$ cat config.mk
export PLATFORM = sky130hd
export DESIGN_NAME = conv2d_stream_engine
export DESIGN_NICKNAME = d
export VERILOG_FILES = /design/src/rtl/conv2d_stream_engine.sv
export SDC_FILE = /design/constraint.sdc
export NUM_CORES = 1
export LEC_CHECK = 0
export BUFFER_PORTS_ARGS = -buffer_cell sky130_fd_sc_hd__buf_2
export CAP_MARGIN = 25
export CORE_AREA = 2 2 193 195
export CTS_CLUSTER_SIZE = 12
export DETAILED_ROUTE_END_ITERATION = 10
export DIE_AREA = 0 0 195 197
export PLACE_DENSITY = 0.54
export SYNTH_ARGS = -nofsm -noshare
export SYNTH_HDL_FRONTEND = slang
export SYNTH_SLANG_ARGS = --single-unit
export TNS_END_PERCENT = 5
$ cat constraint.sdc
create_clock -name clock -period 25.5 [get_ports clock]
set_input_delay 5.1 -clock clock [delete_from_list [all_inputs] [get_ports clock]]
set_output_delay 5.1 -clock clock [all_outputs]
set_load 0.05 [all_outputs]
$ cat src/rtl/conv2d_stream_engine.sv
// conv2d_stream_engine: one-MAC-per-cycle 2-D convolution streaming saturated results in raster order
module conv2d_stream_engine #(
  parameter int SIZE = 7,
  parameter int SIZEKer = 3,
  parameter int WIDTH_BIT = 8,
  parameter int STRIDE = 1,
  parameter int FRAC_SHIFT = 0,
  parameter int ACC_W = 2*WIDTH_BIT+$clog2(SIZEKer*SIZEKer)+1,
  localparam int OUT_SIZE = (SIZE-SIZEKer)/STRIDE+1,
  localparam int RW = $clog2(OUT_SIZE)+1
) (
  input  logic clock,
  input  logic reset,
  input  logic start,
  input  logic relu_en,
  input  logic [SIZE-1:0][SIZE-1:0][WIDTH_BIT-1:0] inpMatrixI,
  input  logic [SIZEKer-1:0][SIZEKer-1:0][WIDTH_BIT-1:0] Kernel,
  input  logic [WIDTH_BIT-1:0] bias,
  output logic busy,
  output logic done,
  output logic out_valid,
  input  logic out_ready,
  output logic [WIDTH_BIT-1:0] out_data,
  output logic [RW-1:0] out_row,
  output logic [RW-1:0] out_col,
  output logic out_last
);
  localparam int KW = SIZEKer > 1 ? $clog2(SIZEKer) : 1;
  localparam int IW = SIZE > 1 ? $clog2(SIZE) : 1;
  if (SIZEKer > SIZE) begin : g_bad_kernel
    $error("SIZEKer must not exceed SIZE");
  end
  typedef enum logic [1:0] {IDLE, MAC, POST, OUT} state_t;
  state_t state, state_nx;
  logic [KW-1:0] ky, kx;
  logic [RW-1:0] row, col;
  logic [IW-1:0] pr, pc;
  logic signed [2*WIDTH_BIT-1:0] prod;
  logic signed [ACC_W-1:0] acc, sum, sh, rl;
  logic [WIDTH_BIT-1:0] sat;
  logic relu_q, kx_end, tap_last, col_end, last_pos, hs;
  always_comb begin
    pr = IW'(row) * IW'(STRIDE) + IW'(ky);
    pc = IW'(col) * IW'(STRIDE) + IW'(kx);
    prod = $signed(inpMatrixI[pr][pc]) * $signed(Kernel[ky][kx]);
    sum = acc + ACC_W'($signed(bias));
    sh = sum >>> FRAC_SHIFT;
    rl = (relu_q && sh < 0) ? '0 : sh;
    // in range only when every bit above the output sign bit matches it
    sat = (&rl[ACC_W-1:WIDTH_BIT-1] || ~|rl[ACC_W-1:WIDTH_BIT-1]) ? rl[WIDTH_BIT-1:0]
        : {rl[ACC_W-1], {(WIDTH_BIT-1){~rl[ACC_W-1]}}};
    kx_end = kx == KW'(SIZEKer-1);
    tap_last = kx_end && ky == KW'(SIZEKer-1);
    col_end = col == RW'(OUT_SIZE-1);
    last_pos = col_end && row == RW'(OUT_SIZE-1);
    hs = out_valid && out_ready;
    state_nx = state == IDLE ? (start ? MAC : IDLE)
             : state == MAC  ? (tap_last ? POST : MAC)
             : state == POST ? OUT
             : hs ? (out_last ? IDLE : MAC) : OUT;
  end
  assign busy = state != IDLE;
  always_ff @(posedge clock) begin
    if (reset) state <= IDLE;
    else state <= state_nx;
  end
  always_ff @(posedge clock) begin
    if (reset) begin
      acc <= '0;
      ky <= '0;
      kx <= '0;
      row <= '0;
      col <= '0;
      relu_q <= 1'b0;
      done <= 1'b0;
      out_valid <= 1'b0;
      out_last <= 1'b0;
      out_data <= '0;
      out_row <= '0;
      out_col <= '0;
    end else begin
      done <= 1'b0;
      case (state)
        IDLE: if (start) begin
          acc <= '0;
          ky <= '0;
          kx <= '0;
          row <= '0;
          col <= '0;
          relu_q <= relu_en;
        end
        MAC: begin
          acc <= acc + ACC_W'(prod);
          kx <= kx_end ? '0 : kx + 1'b1;
          if (kx_end) ky <= tap_last ? '0 : ky + 1'b1;
        end
        POST: begin
          out_data <= sat;
          out_row <= row;
          out_col <= col;
          out_last <= last_pos;
          out_valid <= 1'b1;
        end
        OUT: if (hs) begin
          out_valid <= 1'b0;
          done <= out_last;
          acc <= '0;
          ky <= '0;
          kx <= '0;
          if (!out_last) begin
            col <= col_end ? '0 : col + 1'b1;
            if (col_end) row <= row + 1'b1;
          end
        end
        default: ;
      endcase
    end
  end
endmodule

==> run_results.csv <==
group,metric,value,unit
run_status,outcome,"finished, final reports clean",
detailed_routing,drt_iter0_markers,1094,
cts,ctsLongestPathBuffers,2,
timing,max_freq,86.0,MHz
detailed_routing,dr.pass1.iters,7,
placement,port_buffers,496,
die,rows,70,
timing,timing.hold.ws,0.458,ns
die,die_w,195,um
logic_synthesis,synth_area,0.0114,mm^2
cts,clock-sinks,55,
placement,place_ws,13.55,ns
placement,routabilityCongestion,1.01,
cts,ctsHtreeMaxLevel,2,
grt,antenna_found_initial,82,
logic_synthesis,ys_top_cells_by_area,"fa_1 (17%), mux4_2 (16%), dfxtp_1 (9.6%)",
logic_synthesis,yosys.area.top_type,"fa_1",
die,initial_core_util,31.5,%
timing,hold_viol,0,
pwr,finalPower,1.91,mW
grt,grt_max_degree,162,
critical_path,worst_setup_path_end_kind,"flip-flop",
critical_path,cp.arrival,11.82,ns
grt,grt_use_met3,11.3,%
detailed_routing,antenna_left,0,
timing,clock_skew,0.0137,ns
critical_path,r2r-end,"acc[16]",
detailed_routing,viasPerCell,5.49,
layout,multi_input_area,0.00950,mm^2
grt,busiest_layer,"met2",
logic_synthesis,syn_avg_cell_area,9.06,um^2
critical_path,critical_path_required,25.70,ns
detailed_routing,drc,0,
layout,nets,2351,
hold_path,min_from,"out_row[3]",
flow_run,drv_cap,0,
layout,area_growth,26.8,%
detailed_routing,wl_per_cell,28.2,um
cts,clk_latency,0.30,ns
hold_path,hp-class,"reg2reg",
placement,dpl_cell_area,0.0142,mm^2
grt,grtUsageMet1,42.8,%
layout,fin_util,40.0,%
logic_synthesis,synthFlopType,"dfxtp_1",
grt,grt_first_pass_wirelength,87.3,mm
critical_path,r2r_slack,16.36,ns
critical_path,critPathLaunchType,"primary input",
critical_path,r2r_start,"row[0]",
cts,cts_resized,0,
grt,grt-ovfl-total,0,
layout,most-common-layout-cells,"buf_2 (496), nand2_1 (125), nor2_1 (114), inv_1 (112), fa_1 (95)",
timing,maxSlewHeadroom,20.9,%
grt,grtUsageMet2,50.0,%
critical_path,crit_fanout,13,
timing,tightest_slew,1.19,ns
grt,grt_pass1_vias,12100,
timing,fin_crit_sh,45.6,%
placement,placed_cells,2166,
placement,hpwl,55.0,mm
hold_path,holdPathEnd,"out_row[3]",
timing,tns,0,ns
grt,track_usage,32.2,%
logic_synthesis,yosysSeqAreaShare,9.63,%
die,dieArea,0.0384,mm^2
cts,post-cts-setup-buffers,0,
logic_synthesis,yosys.cell_types.count,85,
logic_synthesis,yosysTopAreaCellShare,16.8,%
layout,layout_commonest_cell,"buf_2",
logic_synthesis,synth_fp_nets,1908,
timing,period_needed,11.63,ns
hold_path,worstHoldPathCells,2,
logic_synthesis,async_flop_share,0,%
die,core_area,0.0363,mm^2
layout,fin_area,0.0145,mm^2
critical_path,ff2ff_path_depth,26,
pwr,p_leak,6.40,nW
timing,final_max_slew_viol_count,0,
layout,finalNonFillerCells,2217,
timing,timing.final.ws_setup,13.87,ns
timing,setup_viol,0,
critical_path,path_class,"in2reg",
die,pin_count,497,
cts,cts_buffers,5,
detailed_routing,vias,12200,
cts,cts_tree,"done",
cts,path_clk_slew,0.08,ns
pwr,peakVddDrop,0.141,mV
pwr,powerDensity,131,mW/mm^2
detailed_routing,routed_wl,62.5,mm
layout,seq_area,0.00110,mm^2
layout,nFillCells,3792,
logic_synthesis,syn_inst,1262,
die,dieHeight,197,um
logic_synthesis,synth_edf_count,0,
cts,root_buffer,"clkbuf_16",
timing,rsz0062_at_grt,"false",
logic_synthesis,ys_seq_elements,55,
logic_synthesis,yosysWarnings,0,
layout,drive_above_1_share,38.0,%
cts,cts_hold_buf,0,
==> registers in the layout (all words and copies together) (netlist names) <==
| name | cells |
|---|---|
| acc | 21 |
| col | 4 |
| done | 1 |
| kx | 2 |
| ky | 2 |
| out_col | 4 |
| out_data | 8 |
| out_last | 1 |
| out_row | 4 |
| out_valid | 1 |
| relu_q | 1 |
| row | 4 |
| state | 2 |
==> layout make-up <==
class,instances,share of cell area [%]
tap,468,4.04
clock inverter,3,0.190
antenna,43,0.742
inverter,113,2.92
multi-input combinational,1016,65.5
timing repair buffer,514,18.1
clock buffer,5,0.863
sequential,55,7.59
==> how the worst max path moves through the flow <==
| stage | endpoint | cells past startpoint | slack (ns) | from |
|---|---|---|---|---|
| floorplan | acc[20] | 24 | 14.37 | inpMatrixI[383] |
| global placement | acc[20] | 24 | 13.62 | inpMatrixI[23] |
| detailed placement | acc[20] | 24 | 13.55 | inpMatrixI[23] |
| CTS | acc[20] | 24 | 13.83 | inpMatrixI[23] |
| global route | acc[20] | 24 | 13.54 | inpMatrixI[23] |
| finish | acc[20] | 24 | 13.87 | inpMatrixI[23] |
==> critical path, stage by stage <==
cell,delay (ns)
buf_2,0.13
mux4_2,0.54
mux4_2,0.49
nand2_1,0.09
o31ai_1,0.06
o21ai_1,0.70
nor2_1,0.12
buf_4,0.26
fa_1,0.52
inv_1,0.05
fa_1,0.50
inv_1,0.06
fa_1,0.56
fa_1,0.41
ha_1,0.29
ha_1,0.32
or3_1,0.40
a31oi_1,0.26
and4b_1,0.22
o211ai_1,0.10
a31oi_1,0.13
xnor2_1,0.15
a21o_1,0.17
a21o_1,0.17
==> cells by family (layout without fill, tap and decap cells) <==
group | count (synthesis) | after routing | synth area share, %
and+or+nand+nor | 371 | 371 | 15.2
DFF | 55 | 55 | 9.63
other | 0 | 43 | 0
muxes | 162 | 162 | 23.0
xor gates and xnor gates | 37 | 37 | 3.06
adders and majority gates | 169 | 169 | 24.8
buffers and inverters | 191 | 635 | 7.46
AOI/OAI and AO/OA | 277 | 277 | 16.9
==> cell usage after synthesis (9+ instances only) <==
library cell / count
buf_2: 20
mux4_2: 80
or2_1: 15
fa_1: 96
mux2i_1: 75
o211ai_1: 11
or3_1: 10
o21ai_0: 35
o22ai_1: 52
ha_1: 73
nand3_1: 10
a21o_1: 11
inv_1: 112
nor3_1: 14
nand4_1: 9
nand2_1: 125
dfxtp_1: 55
a21oi_1: 53
clkbuf_1: 35
nor2b_1: 12
nand2b_1: 12
a22oi_1: 21
buf_4: 10
nor2_1: 114
a211oi_1: 20
xnor2_1: 27
and2_1: 12
==> power by group <==
part / internal [mW] / switching, mW / leakage, nW / total [mW]
registers: 0.0981 / 0.0143 / 0.447 / 0.112
logic: 0.801 / 0.920 / 5.88 / 1.72
clock network: 0.0374 / 0.0360 / 0.0722 / 0.0735
==> routing by layer <==
metal	vias up	wire, um	part of all wire, %
met1	5899	26000	42
li1	5521	-	-
met5	-	189	0.30
met2	627	27400	44
met3	96	7680	12
met4	30	1210	1.9
No activity file was read; power rests on OpenSTA's default activity.
